[config.mk]
export PLATFORM = sky130hd
export DESIGN_NAME = mem_access_controller_flat
export DESIGN_NICKNAME = d
export VERILOG_FILES = /design/src/rtl/mem_access_controller_if.sv /design/src/rtl/mem_access_controller.sv /design/src/flat_wrapper.sv
export SDC_FILE = /design/constraint.sdc
export NUM_CORES = 1
export LEC_CHECK = 0
export BUFFER_PORTS_ARGS = -buffer_cell sky130_fd_sc_hd__buf_2
export CAP_MARGIN = 20
export CORE_ASPECT_RATIO = 0.6
export CORE_MARGIN = 2
export CORE_UTILIZATION = 49
export DETAILED_ROUTE_END_ITERATION = 16
export PLACE_DENSITY = 0.87
export RECOVER_POWER = 50
export SLEW_MARGIN = 20
export SYNTH_ARGS = -nofsm -noshare
export SYNTH_HDL_FRONTEND = slang
export SYNTH_SLANG_ARGS = --single-unit
[constraint.sdc]
create_clock -name Clock -period 5.3 [get_ports Clock]
set_clock_uncertainty 0.05 [all_clocks]
set_input_delay 0.265 -clock Clock [delete_from_list [all_inputs] [get_ports Clock]]
set_output_delay 0.265 -clock Clock [all_outputs]
set_load 0.05 [all_outputs]
[src/rtl/mem_access_controller_if.sv]
// Request/response and BRAM-port bundle for mem_access_controller.
// slave: the controller side; master: requesters plus the BRAM model.
interface mem_access_controller_if #(
    parameter int ADDR_W = 12
);
    logic              cpu_req;
    logic [31:0]       cpu_addr;
    logic [2:0]        cpu_LdStCtrl;
    logic [31:0]       cpu_wdata;
    logic              cpu_done;
    logic              cpu_err;
    logic [31:0]       cpu_rdata;
    logic              ldr_req;
    logic [31:0]       ldr_addr;
    logic [31:0]       ldr_wdata;
    logic              ldr_done;
    logic [ADDR_W-1:0] mem_adr;
    logic [31:0]       mem_din;
    logic [3:0]        we_i;
    logic [3:0]        we_d;
    logic [31:0]       mem_dout;

    modport slave (
        input  cpu_req, cpu_addr, cpu_LdStCtrl, cpu_wdata,
        output cpu_done, cpu_err, cpu_rdata,
        input  ldr_req, ldr_addr, ldr_wdata,
        output ldr_done,
        output mem_adr, mem_din, we_i, we_d,
        input  mem_dout
    );

    modport master (
        output cpu_req, cpu_addr, cpu_LdStCtrl, cpu_wdata,
        input  cpu_done, cpu_err, cpu_rdata,
        output ldr_req, ldr_addr, ldr_wdata,
        input  ldr_done,
        input  mem_adr, mem_din, we_i, we_d,
        output mem_dout
    );
endinterface

[src/rtl/mem_access_controller.sv]
// Sequences CPU loads/stores and loader word writes onto one shared
// synchronous-read BRAM port (imem + dmem), with loader starvation guard.
module mem_access_controller #(
    parameter int ADDR_W   = 12,
    parameter int MAX_WAIT = 8
) (
    input logic                    Clock,
    input logic                    Reset_n,
    mem_access_controller_if.slave bus
);
    localparam int               CNT_W   = $clog2(MAX_WAIT + 1);
    localparam logic [CNT_W-1:0] MAX_CNT = CNT_W'(MAX_WAIT);

    typedef enum logic [2:0] {S_IDLE, S_ISSUE, S_WAIT, S_DONE, S_ERR} state_t;

    state_t            r_state, w_next;
    logic [CNT_W-1:0]  r_wait_cnt;
    logic              r_is_load, r_is_ldr;
    logic [2:0]        r_ctrl;
    logic [1:0]        r_off;
    logic [ADDR_W-1:0] r_mem_adr;
    logic [31:0]       r_mem_din, r_rdata;
    logic [3:0]        r_we_i, r_we_d;
    logic              w_ldr_win, w_cpu_win, w_misalign, w_cpu_load, w_unused_addr;
    logic [3:0]        w_lanes;

    function automatic logic f_misaligned(input logic [2:0] ctl, input logic [1:0] off);
        logic v_half, v_word;
        v_half = (ctl == 3'd1) || (ctl == 3'd4) || (ctl == 3'd6);
        v_word = (ctl == 3'd2) || (ctl == 3'd7);
        return (v_half && off[0]) || (v_word && (off != 2'b00));
    endfunction

    function automatic logic [3:0] f_lanes(input logic [2:0] ctl, input logic [1:0] off);
        case (ctl)
            3'd5:    return 4'b1000 >> off;
            3'd6:    return off[1] ? 4'b0011 : 4'b1100;
            3'd7:    return 4'b1111;
            default: return 4'b0000;
        endcase
    endfunction

    function automatic logic [31:0] f_store_data(input logic [2:0] ctl, input logic [31:0] rt);
        case (ctl)
            3'd5:    return {4{rt[7:0]}};
            3'd6:    return {2{rt[15:0]}};
            default: return rt;
        endcase
    endfunction

    // Big-endian extraction: byte offset 0 lives in bits 31:24.
    function automatic logic [31:0] f_extract(input logic [31:0] word, input logic [1:0] off,
                                              input logic [2:0] ctl);
        logic signed [7:0]  v_b;
        logic signed [15:0] v_h;
        case (off)
            2'd0:    v_b = word[31:24];
            2'd1:    v_b = word[23:16];
            2'd2:    v_b = word[15:8];
            default: v_b = word[7:0];
        endcase
        v_h = off[1] ? word[15:0] : word[31:16];
        case (ctl)
            3'd0:    return 32'(v_b);
            3'd1:    return 32'(v_h);
            3'd3:    return {24'b0, v_b};
            3'd4:    return {16'b0, v_h};
            default: return word;
        endcase
    endfunction

    assign w_ldr_win     = bus.ldr_req && (!bus.cpu_req || (r_wait_cnt == MAX_CNT));
    assign w_cpu_win     = bus.cpu_req && !w_ldr_win;
    assign w_cpu_load    = (bus.cpu_LdStCtrl <= 3'd4);
    assign w_misalign    = f_misaligned(bus.cpu_LdStCtrl, bus.cpu_addr[1:0]);
    assign w_lanes       = f_lanes(bus.cpu_LdStCtrl, bus.cpu_addr[1:0]);
    assign w_unused_addr = ^{bus.cpu_addr, bus.ldr_addr};

    always_ff @(posedge Clock or negedge Reset_n) begin
        if (!Reset_n) r_state <= S_IDLE;
        else          r_state <= w_next;
    end

    always_comb begin
        w_next = S_IDLE;
        case (r_state)
            S_IDLE: begin
                if (w_ldr_win)      w_next = S_ISSUE;
                else if (w_cpu_win) w_next = w_misalign ? S_ERR : S_ISSUE;
                else                w_next = S_IDLE;
            end
            S_ISSUE: w_next = r_is_load ? S_WAIT : S_IDLE;
            S_WAIT:  w_next = S_DONE;
            default: w_next = S_IDLE;
        endcase
    end

    // Port registers are loaded only on the grant edge, so they are zero outside ISSUE.
    always_ff @(posedge Clock or negedge Reset_n) begin
        if (!Reset_n) begin
            r_wait_cnt <= '0;
            r_is_load  <= 1'b0;
            r_is_ldr   <= 1'b0;
            r_ctrl     <= '0;
            r_off      <= '0;
            r_mem_adr  <= '0;
            r_mem_din  <= '0;
            r_we_i     <= '0;
            r_we_d     <= '0;
            r_rdata    <= '0;
        end else begin
            r_mem_adr <= '0;
            r_mem_din <= '0;
            r_we_i    <= '0;
            r_we_d    <= '0;
            if (r_state == S_IDLE) begin
                if (w_ldr_win) begin
                    r_wait_cnt <= '0;
                    r_is_ldr   <= 1'b1;
                    r_is_load  <= 1'b0;
                    r_mem_adr  <= bus.ldr_addr[ADDR_W+1:2];
                    r_mem_din  <= bus.ldr_wdata;
                    r_we_i     <= {4{bus.ldr_addr[29]}};
                    r_we_d     <= {4{bus.ldr_addr[28]}};
                end else if (w_cpu_win) begin
                    if (bus.ldr_req && (r_wait_cnt != MAX_CNT))
                        r_wait_cnt <= r_wait_cnt + CNT_W'(1);
                    r_is_ldr  <= 1'b0;
                    r_is_load <= w_cpu_load;
                    r_ctrl    <= bus.cpu_LdStCtrl;
                    r_off     <= bus.cpu_addr[1:0];
                    if (!w_misalign) begin
                        r_mem_adr <= bus.cpu_addr[ADDR_W+1:2];
                        if (!w_cpu_load) begin
                            r_mem_din <= f_store_data(bus.cpu_LdStCtrl, bus.cpu_wdata);
                            r_we_i    <= w_lanes & {4{bus.cpu_addr[29]}};
                            r_we_d    <= w_lanes & {4{bus.cpu_addr[28]}};
                        end
                    end
                end
            end
            if (r_state == S_WAIT)
                r_rdata <= f_extract(bus.mem_dout, r_off, r_ctrl);
        end
    end

    always_comb begin
        bus.cpu_done = ((r_state == S_ISSUE) && !r_is_ldr && !r_is_load) ||
                       (r_state == S_DONE) || (r_state == S_ERR);
        bus.cpu_err  = (r_state == S_ERR);
        bus.ldr_done = (r_state == S_ISSUE) && r_is_ldr;
    end

    assign bus.cpu_rdata = r_rdata;
    assign bus.mem_adr   = r_mem_adr;
    assign bus.mem_din   = r_mem_din;
    assign bus.we_i      = r_we_i;
    assign bus.we_d      = r_we_d;
endmodule

[src/flat_wrapper.sv]
// flat-port wrapper written by rule: the top's interface ports become plain ports
module mem_access_controller_flat 
#(
    parameter int ADDR_W   = 12,
    parameter int MAX_WAIT = 8
)
  (Clock, Reset_n, bus_cpu_req, bus_cpu_addr, bus_cpu_LdStCtrl, bus_cpu_wdata, bus_cpu_done, bus_cpu_err, bus_cpu_rdata, bus_ldr_req, bus_ldr_addr, bus_ldr_wdata, bus_ldr_done, bus_mem_adr, bus_mem_din, bus_we_i, bus_we_d, bus_mem_dout);
  mem_access_controller_if #(.ADDR_W(ADDR_W)) bus_i ();
  input logic Clock;
  input logic Reset_n;
  input wire logic [$bits(bus_i.cpu_req)-1:0] bus_cpu_req;
  input wire logic [$bits(bus_i.cpu_addr)-1:0] bus_cpu_addr;
  input wire logic [$bits(bus_i.cpu_LdStCtrl)-1:0] bus_cpu_LdStCtrl;
  input wire logic [$bits(bus_i.cpu_wdata)-1:0] bus_cpu_wdata;
  output wire logic [$bits(bus_i.cpu_done)-1:0] bus_cpu_done;
  output wire logic [$bits(bus_i.cpu_err)-1:0] bus_cpu_err;
  output wire logic [$bits(bus_i.cpu_rdata)-1:0] bus_cpu_rdata;
  input wire logic [$bits(bus_i.ldr_req)-1:0] bus_ldr_req;
  input wire logic [$bits(bus_i.ldr_addr)-1:0] bus_ldr_addr;
  input wire logic [$bits(bus_i.ldr_wdata)-1:0] bus_ldr_wdata;
  output wire logic [$bits(bus_i.ldr_done)-1:0] bus_ldr_done;
  output wire logic [$bits(bus_i.mem_adr)-1:0] bus_mem_adr;
  output wire logic [$bits(bus_i.mem_din)-1:0] bus_mem_din;
  output wire logic [$bits(bus_i.we_i)-1:0] bus_we_i;
  output wire logic [$bits(bus_i.we_d)-1:0] bus_we_d;
  input wire logic [$bits(bus_i.mem_dout)-1:0] bus_mem_dout;
  assign bus_i.cpu_req = bus_cpu_req;
  assign bus_i.cpu_addr = bus_cpu_addr;
  assign bus_i.cpu_LdStCtrl = bus_cpu_LdStCtrl;
  assign bus_i.cpu_wdata = bus_cpu_wdata;
  assign bus_cpu_done = bus_i.cpu_done;
  assign bus_cpu_err = bus_i.cpu_err;
  assign bus_cpu_rdata = bus_i.cpu_rdata;
  assign bus_i.ldr_req = bus_ldr_req;
  assign bus_i.ldr_addr = bus_ldr_addr;
  assign bus_i.ldr_wdata = bus_ldr_wdata;
  assign bus_ldr_done = bus_i.ldr_done;
  assign bus_mem_adr = bus_i.mem_adr;
  assign bus_mem_din = bus_i.mem_din;
  assign bus_we_i = bus_i.we_i;
  assign bus_we_d = bus_i.we_d;
  assign bus_i.mem_dout = bus_mem_dout;
  mem_access_controller #(.ADDR_W(ADDR_W), .MAX_WAIT(MAX_WAIT)) u_core (.Clock(Clock), .Reset_n(Reset_n), .bus(bus_i));
endmodule
==> results of run 1 <==
-- placed cells by master, fill, tap and decap left out, types with 7 or more instances in the layout --
cell type	n
buf_2	134
dfrtp_1	98
clkbuf_1	85
nand2_1	54
nor2_1	35
o21ai_1	29
a21oi_1	17
inv_1	16
o22ai_1	16
a221o_1	16
o21ai_0	15
a22o_1	15
mux2_2	12
mux2i_1	11
nand3_1	10
clkbuf_16	9
o211ai_1	8
o22a_1	7
a221oi_1	7
-- worst min-delay path, stage by stage --
cell	delay, ns
buf_2	0.07
nand2_1	0.04
o21ai_1	0.06
-- sequential cells by signal (all words and copies together) (netlist names), 2 cells and up --
register              cells
u_core.bus.mem_adr       12
u_core.r_off              2
u_core.bus.cpu_rdata     32
u_core.bus.we_i           4
u_core.bus.we_d           4
u_core.r_wait_cnt         4
u_core.r_state            3
u_core.r_ctrl             3
u_core.bus.mem_din       32
-- timing repair --
item                                   4_1_cts  5_1_grt
endpoints found under the hold margin       45        0
setup buffers                                0        0
hold buffers                                 1        0
-- where the power goes --
group	switching [mW]	internal [mW]	leakage, nW
clock network	0.298	0.327	0.139
registers	0.202	0.974	1.26
logic	1.24	0.474	1.38
-- per-stage QoR --
step                worst slack (ns)  power [mW]  hold slack [ns]
detailed placement              2.65        2.93            0.259
floorplan                       2.82        2.49          -0.0806
finish                          2.23        3.51           0.0784
global route                    1.72        3.69           0.0723
global placement                2.75        2.87            0.249
CTS                             2.63        3.56           0.0692
-- layout make-up --
type / instances / share of cell area, %
Sequential cell: 98 / 40.8
Multi-Input combinational cell: 309 / 33.8
Timing Repair Buffer: 223 / 17.0
Clock buffer: 9 / 3.74
Tap cell: 130 / 2.70
Inverter: 16 / 0.998
Clock inverter: 7 / 0.977
-- worst paths after layout --
kind / start / endpoint / slack, ns / depth (start not counted)
max: Reset_n / u_core.bus.mem_adr[9] / 2.23 / 3
min: bus_ldr_wdata[12] / u_core.bus.mem_din[12] / 0.08 / 3
max reg2reg: u_core.r_state[0] / u_core.bus.mem_din[30] / 2.63 / 4
min reg2reg: u_core.bus.cpu_rdata[7] / u_core.bus.cpu_rdata[7] / 0.44 / 2
max in group Clock: u_core.r_state[0] / u_core.bus.mem_din[30] / 2.63 / 4
min in group asynchronous: Reset_n / u_core.bus.cpu_rdata[19] / 1.21 / 2
-- routing by layer --
| metal | GRT usage [%] | share of wire (%) |
|---|---|---|
| met5 | 0 | 0 |
| met3 | 6.43 | 8.6 |
| met2 | 44.6 | 48 |
| met4 | 9.47 | 1.8 |
| met1 | 37.1 | 42 |
-- cells by family (layout without fill, tap and decap cells) --
logic type / count (synthesis) / after routing
multiplexers: 24 / 24
adder cells (fa/ha/maj): 2 / 2
XOR/XNOR: 2 / 2
AO/OA/AOI/OAI: 154 / 154
flip-flops: 98 / 98
buffers and inverters: 46 / 255
AND/OR/NAND/NOR: 127 / 127
==> run_results.csv, run 1 <==
group,metric,value,unit
setup_path,crit_path_top_delay_cell,"clkbuf_1",
synth,synth-simple-area-share,12.6,%
floorplanning,core-area,9260,um^2
synth,yosysMostFrequentCell,"dfrtp_1",
setup_path,cp_max_fo,53,
synth,synth_top_area_share,52.3,%
synth,ys_seq_area_share,52.3,%
synth,synth_nets,622,
synth,synth_fa_ha_area_share,0.533,%
synth,async_flop_share,100,%
status,violations,"max-capacitance violations, max-slew violations",
setup_path,crit_family,"buffers and inverters",
route,wl,14700,um
place,io_buffers,219,
floorplanning,fp.dieW,130,um
setup_path,worst-setup-path-type,"in -> async",
synth,synth_seq_cells,98,
route,route.detailed.drc,0,
power_and_ir_drop,max-vdd-ir-drop,0.320,mV
setup_path,crit_chain,"dlygate4sd3_1, clkbuf_1, buf_4",
floorplanning,die_h,79.8,um
hold_path,hold_path.class,"in -> reg",
synth,synth_compound_area_share,23.9,%
power_and_ir_drop,leakage,2.78,nW
setup_path,arrival,3.44,ns
run,maxCapViolCount,1,
sta,slew_headroom,-67.3,%
final_layout,final_area,6020,um^2
floorplanning,die_area,10400,um^2
synth,syn_avg_cell_area,10.4,um^2
clock_tree,numCtsBuffers,9,
synth,yosys_most_used_dff,"dfrtp_1",
global_route,antenna_found_initial,0,
clock_tree,cts_sinks,98,
sta,fmax,0.326,GHz
route,via_per_inst,5.74,
setup_path,start_kind,"primary input",
sta,hold_viol_final,0,
final_layout,nFillCells,817,
power_and_ir_drop,powerDensity,584,nW/um^2
synth,synthTopCellsByCount,"dfrtp_1, nand2_1, nor2_1, o21ai_1, a21oi_1",
synth,syn-instance-count,453,
global_route,grt_max_degree,54,
sta,maxSlewViolCount,47,
sta,fin_tns_setup,0,ns
route,postRouteAntennaNets,0,
synth,syn-cell-area,4690,um^2
setup_path,cp_slowest_stage_delay,1.78,ns
clock_tree,cts_max_path_buffers,2,
setup_path,cp_data_required_time,5.67,ns
global_route,grt_use_total,27.7,%
final_layout,diodes,0,
synth,synth_top_family_by_area,"compound AO/OA/AOI/OAI gates",
place,place_area,5830,um^2
clock_tree,h-tree-depth,3,
sta,period_minus_slack,3.07,ns
route,wl_per_cell,18.5,um
synth,ys_warn_count,0,
clock_tree,cts_resized,0,
final_layout,drive_gt1_share,26.9,%
final_layout,final-seq-area,2450,um^2
status,outcome,"finished with violations",
route,vias,4550,
sta,period_share,57.9,%
route,drt_iter0_drc,366,
place,hpwl,11100,um
final_layout,final_cells,792,
final_layout,utilization,65.0,%
place,numPlacedInstances,775,
setup_path,setup.worst_path.end_class,"asynchronous set/reset pin",
route,dr.pass1.iters,5,
synth,synth_mux_area_share,5.71,%
place,gp_congestion,0.877,
sta,setup_viol,0,
clock_tree,path_clk_slew,0.07,ns
setup_path,critPathBufInv,3,
clock_tree,clkLatencyLatePin,0.34,ns
clock_tree,cts_root_buf,"clkbuf_16",
global_route,grt-ovfl-total,0,
synth,synth_xor_area_share,0.373,%
sta,rsz0062_at_grt,"false",
final_layout,area_growth,28.2,%
sta,worstMarginPinSlew,2.51,ns
floorplanning,rows,27,
floorplanning,initial_utilization,50.7,%
floorplanning,ioPinCount,254,
synth,synth.area.top_cells,"dfrtp_1, nand2_1, a221o_1",
synth,synthDistinctLibCells,58,
global_route,grt_pass1_vias,4385,
synth,synth-edff-count,0,
final_layout,final_nets,826,
final_layout,multi_input_area,2040,um^2
global_route,grt_pass1_wl,22100,um
clock_tree,cts_tree,"yes",
synth,yosysTopAreaCell,"dfrtp_1",
No activity file was read; power rests on OpenSTA's default activity.
==> run 2: changes to the inputs <==
Settings changed: CORE_UTILIZATION 49 to 41, PLACE_DENSITY 0.87 to 0.77.
Clock period 5.3 ns to 2.55 ns, I/O delays scaled along.
==> run 2 against run 1 <==
  * The run now ends clean
  * Critical path depth increased by 3
  * Hold slack got worse by 0.065 ns
  * Flip-flop and latch count unchanged
  * Clock power increased by 130%
  * Power increased by 120%
  * Count of clock-buffer cells in the layout increased by 1
  * Combinational power increased by 120%
  * Sequential power increased by 110%
  * Worst setup slack got worse by 2.1 ns
  * Routed wire length increased by 14%
  * Largest cell class unchanged
  * Largest power group unchanged
==> run_results.csv, run 2 (same netlist as run 1, synthesis figures left out) <==
group,metric,value,unit
power_and_ir_drop,powerDensity,1110,nW/um^2
global_route,grt_pass1_vias,4930,
sta,fin_tns_setup,0,ns
final_layout,final_nets,910,
route,dr.pass1.iters,6,
setup_path,reg2reg_from,"u_core.r_state[1]",
clock_tree,h-tree-depth,3,
place,gp_congestion,0.815,
route,via_per_inst,5.59,
route,vias,4973,
sta,period_share,93.8,%
place,hpwl,11300,um
sta,worstMarginPinSlew,1.06,ns
final_layout,multi_input_area,2030,um^2
global_route,grt-ovfl-total,0,
global_route,antenna_found_initial,0,
setup_path,critPathCapture,"u_core.bus.mem_din[13]",
place,place_area,5930,um^2
route,wl_per_cell,18.9,um
setup_path,cp_data_required_time,2.78,ns
sta,hold_viol_final,0,
sta,maxSlewViolCount,0,
final_layout,utilization,61.5,%
power_and_ir_drop,max-vdd-ir-drop,0.486,mV
final_layout,area_growth,47.1,%
floorplanning,ioPinCount,254,
status,outcome,"finished, final reports clean",
final_layout,final-seq-area,2450,um^2
sta,fmax,0.418,GHz
final_layout,final_area,6910,um^2
sta,slew_headroom,29.4,%
route,route.detailed.drc,0,
floorplanning,die_area,12300,um^2
route,drt-met1-wl,6950,um
final_layout,drive_gt1_share,25.1,%
route,wl_met3,1560,um
route,top_layer,"met4",
clock_tree,clkLatencyLatePin,0.34,ns
clock_tree,cts_max_path_buffers,2,
sta,setup_viol,0,
final_layout,layout_commonest_cell,"buf_2",
setup_path,start_kind,"flip-flop",
global_route,grt_use_total,26.3,%
setup_path,cp_max_fo,11,
clock_tree,post-cts-setup-buffers,0,
setup_path,worst-setup-path-type,"reg -> reg",
floorplanning,die_h,86.9,um
global_route,grt_max_degree,59,
floorplanning,fp.dieW,142,um
final_layout,layout_common_cells,"buf_2, dfrtp_1, clkbuf_1, dlygate4sd3_1, nand2_1",
route,dr_wl_met2,7760,um
setup_path,startpoint,"u_core.r_state[1]",
place,io_buffers,219,
sta,whs,0.0136,ns
floorplanning,initial_utilization,41.8,%
route,drt_iter0_drc,429,
final_layout,final_cells,890,
setup_path,r2r-end,"u_core.bus.mem_din[13]",
sta,rsz0062_at_grt,"false",
sta,period_minus_slack,2.39,ns
setup_path,setup.worst_path.end_class,"flip-flop",
clock_tree,cts_root_buf,"clkbuf_16",
power_and_ir_drop,leakage,3.15,nW
clock_tree,numCtsBuffers,9,
clock_tree,cts_tree,"yes",
final_layout,nFillCells,949,
floorplanning,rows,30,
hold_path,hold_path.class,"in -> reg",
setup_path,arrival,2.62,ns
setup_path,r2r_slack,0.16,ns
place,numPlacedInstances,797,
route,postRouteAntennaNets,0,
global_route,grt_pass1_wl,25100,um
final_layout,diodes,0,
floorplanning,core-area,11200,um^2
setup_path,reg2reg_depth,6,
clock_tree,cts_sinks,98,
run,maxCapViolCount,0,
clock_tree,path_clk_slew,0.07,ns
route,wl,16800,um
hold_path,hold_path_depth,3,
==> run 2: changes by cell type in the layout (fill, tap and decap cells not counted), moves of 2 or more <==
cell	before	now
clkinvlp_4	1	3
dlygate4sd3_1	1	77
inv_6	3	0
bufinv_16	0	2
buf_4	3	9
==> run 2: worst max-delay path, stage by stage (launching register included) <==
cell and delay (ns):
dfrtp_1 0.48, or3_4 0.48, nor3_2 0.21, buf_4 0.22, o211ai_1 0.14, o21ai_1 0.17
dlygate4sd3_1 0.58
==> run 2: worst min-delay path by stage <==
stage	from	end	slack [ns]
5_1_grt	bus_mem_dout[29]	u_core.bus.cpu_rdata[29]	0.01
6_report	bus_cpu_wdata[28]	u_core.bus.mem_din[28]	0.01
4_1_cts	bus_mem_dout[31]	u_core.bus.cpu_rdata[31]	0.0006
3_5_place_dp	Reset_n	u_core.bus.mem_din[30]	0.10
2_1_floorplan	Reset_n	u_core.bus.cpu_rdata[0]	-0.22
3_3_place_gp	Reset_n	u_core.bus.mem_din[30]	0.09
==> run 2: through the flow <==
stage	power (mW)	setup WS, ns
finish	7.67	0.158
global route	8.04	0.0324
CTS	7.74	0.0924
detailed placement	6.17	0.401
global placement	6.05	0.475
floorplan	5.19	0.212
==> run 2: final cells by class <==
cell class,count,area share (%)
multi-input cells,309,29.5
inverters,16,0.870
flip-flops and latches,98,35.5
repair buffers,307,26.9
clock buffers,10,3.32
well taps,144,2.61
clock inverters,6,1.32
==> run 2: routing by layer <==
| metal | vias to the layer above | global-route usage [%] |
|---|---|---|
| li1 | 2240 | - |
| met1 | 2379 | 35.3 |
| met2 | 297 | 41.4 |
| met3 | 57 | 7.09 |
| met4 | 0 | 9.55 |
| met5 | - | 0 |
==> run 2: power by group <==
part	internal [mW]	switching [mW]	leakage [nW]
logic	1.13	2.67	1.75
registers	2.03	0.387	1.26
clock network	0.862	0.591	0.145
==> run 2: what timing repair did <==
item | 4_1_cts | 5_1_grt
resized for setup | 0 | 2
setup endpoints to repair | 0 | 2
hold buffers | 77 | 0
endpoints found under the hold margin | 100 | 0
==> run 3: changes to the inputs <==
Settings changed: ABC_AREA from default to 1, CORE_UTILIZATION 41 to 42.
==> run 3 against run 2 <==
  * Design area up 5.1%
  * Routed wire length rose by 2.4%
  * Worst setup slack better by 0.27 ns
  * Combinational power up 10%
  * Largest power group unchanged
  * Highest routed layer unchanged
==> run_results.csv, run 3 <==
group,metric,value,unit
synth,syn-instance-count,734,
clock_tree,cts_root_buf,"clkbuf_16",
sta,slew_headroom,27.9,%
setup_path,setup.worst_path.end_class,"flip-flop",
place,gp_congestion,0.904,
clock_tree,path_clk_slew,0.07,ns
sta,whs,0.0428,ns
floorplanning,initial_utilization,43.3,%
place,hpwl,12300,um
sta,fin_tns_setup,0,ns
sta,worstMarginPinSlew,1.08,ns
route,drt_iter0_drc,471,
clock_tree,postCtsHoldBufs,57,
sta,rsz0062_at_grt,"false",
global_route,grt_pass1_wl,27200,um
global_route,antenna_found_initial,1,
sta,setup_viol,0,
synth,yosysTopAreaCell,"dfrtp_1",
route,route.detailed.drc,0,
synth,syn_avg_cell_area,7.15,um^2
power_and_ir_drop,powerDensity,1080,nW/um^2
setup_path,start_kind,"flip-flop",
setup_path,cp_max_fo,38,
synth,ys_warn_count,0,
synth,synthDistinctLibCells,32,
floorplanning,die_h,90.6,um
setup_path,crit_chain,"inv_1, ha_1, nand3_2, nand2_1, nand2_2, nand2_1, nor2_4, buf_4, nand3_1, nand2_1",
floorplanning,ioPinCount,254,
sta,period_minus_slack,2.13,ns
setup_path,crit_path_frequent_cell,"nand2_1",
clock_tree,numCtsBuffers,9,
setup_path,crit_path_top_delay_cell,"dfrtp_1",
synth,yosys_most_used_dff,"dfrtp_1",
synth,synthTopCellsByCount,"nand2_1, dfrtp_1, inv_1, nand3_1, o21ai_0",
synth,synth_seq_cells,98,
final_layout,drive_gt1_share,19.9,%
sta,maxSlewViolCount,0,
setup_path,cp_data_required_time,2.78,ns
global_route,grt_pass1_vias,5336,
power_and_ir_drop,leakage,4.00,nW
run,maxCapViolCount,0,
final_layout,final_cells,1168,
route,postRouteAntennaNets,0,
clock_tree,clkLatencyLatePin,0.34,ns
final_layout,utilization,59.8,%
setup_path,worst-setup-path-type,"reg -> reg",
route,wl,17200,um
setup_path,arrival,2.35,ns
final_layout,layout_common_cells,"nand2_1, buf_2, dfrtp_1, inv_1",
route,via_per_inst,4.93,
clock_tree,cts_max_path_buffers,2,
synth,synth_top_area_share,46.7,%
final_layout,area_growth,38.2,%
place,io_buffers,219,
floorplanning,rows,31,
clock_tree,post-cts-setup-buffers,0,
final_layout,layout_commonest_cell,"nand2_1",
status,outcome,"finished, final reports clean",
hold_path,hold_path.class,"in -> reg",
power_and_ir_drop,max-vdd-ir-drop,0.475,mV
floorplanning,die_area,13400,um^2
synth,synth-edff-count,0,
setup_path,cp_slowest_stage_delay,0.37,ns
synth,syn-cell-area,5250,um^2
final_layout,final_nets,1166,
route,wl_per_cell,14.7,um
synth,synth_nets,903,
global_route,grt_max_degree,47,
synth,ys_seq_area_share,46.7,%
synth,yosysMostFrequentCell,"nand2_1",
synth,synth.area.top_cells,"dfrtp_1, nand2_1, inv_1",
place,numPlacedInstances,1094,
global_route,grt_use_total,25.6,%
clock_tree,cts_resized,0,
power_and_ir_drop,power,7.87,mW
sta,fmax,0.470,GHz
route,vias,5758,
floorplanning,core-area,12100,um^2
clock_tree,h-tree-depth,3,
clock_tree,cts_sinks,98,
sta,hold_viol_final,0,
synth,async_flop_share,100,%
global_route,grt-ovfl-total,0,
sta,period_share,83.4,%
floorplanning,fp.dieW,148,um
clock_tree,cts_tree,"yes",
route,dr.pass1.iters,7,
[run 3: cell count changes after synthesis, moves of 16 or more]
cell and change:
a221o_1 -16, o21ai_1 -22, o21ai_0 +40, inv_1 +74
nand2_1 +216, nand3_1 +54
[run 3: final cells by class]
class / count / area [um^2]
inverter: 94 / 353
multi-input combinational: 508 / 2260
fill: 1113 / 4880
clock inverter: 5 / 62.6
clock buffer: 11 / 243
antenna: 1 / 2.50
tap: 165 / 206
sequential: 98 / 2450
timing repair buffer: 286 / 1680
[run 3: stage by stage]
stage / setup slack (ns) / area (um^2)
after CTS: 0.482 / 7330
after global routing: 0.283 / 7250
final: 0.423 / 7260
after global placement: 0.533 / 6460
after detailed placement: 0.490 / 6460
after floorplan: 0.949 / 5250
[run 3: path summary, 6_finish.rpt]
kind                                               start                        to  slack, ns  cells past startpoint
worst max-delay path                u_core.r_wait_cnt[0]     u_core.bus.mem_adr[8]       0.42                     10
worst min-delay path                 bus_cpu_LdStCtrl[2]          u_core.r_ctrl[2]       0.04                      3
worst max register to register      u_core.r_wait_cnt[0]     u_core.bus.mem_adr[8]       0.42                     10
worst min register to register  u_core.bus.cpu_rdata[13]  u_core.bus.cpu_rdata[13]       0.43                      2
max in group asynchronous                        Reset_n        u_core.bus.we_d[1]       1.07                      3
min in group asynchronous                        Reset_n    u_core.bus.mem_din[16]       0.48                      2
[run 3: power breakdown]
group          switching, mW  internal (mW)
sequential             0.258           2.04
combinational           3.18           1.01
clock                  0.592          0.793
total                   4.03           3.84
[run 3: cells by family (layout without fill, tap and decap cells)]
kind of cell	Yosys count	after routing	synth area share [%]
xor gates and xnor gates	2	2	0.334
buffers and inverters	128	396	10.3
other	0	1	0
and+or+nand+nor	396	396	31.1
DFF	98	98	46.7
adders and majority gates	2	2	0.476
AOI/OAI and AO/OA	108	108	11.1
[run 3: critical path: cells and delay by family, from the launching register on]
family / cells / cell delay [ns]
fa+ha+maj: 1 / 0.20
buf+inv: 2 / 0.45
flops: 1 / 0.37
simple gates: 7 / 0.98
[run 3: routing by layer]
metal / vias up / GRT usage, % / share of wire (%)
li1: 2833 / - / -
met1: 2579 / 38.3 / 46
met2: 322 / 35.9 / 41
met3: 24 / 8.18 / 11
met4: 0 / 6.03 / 1.4
met5: - / 0 / 0
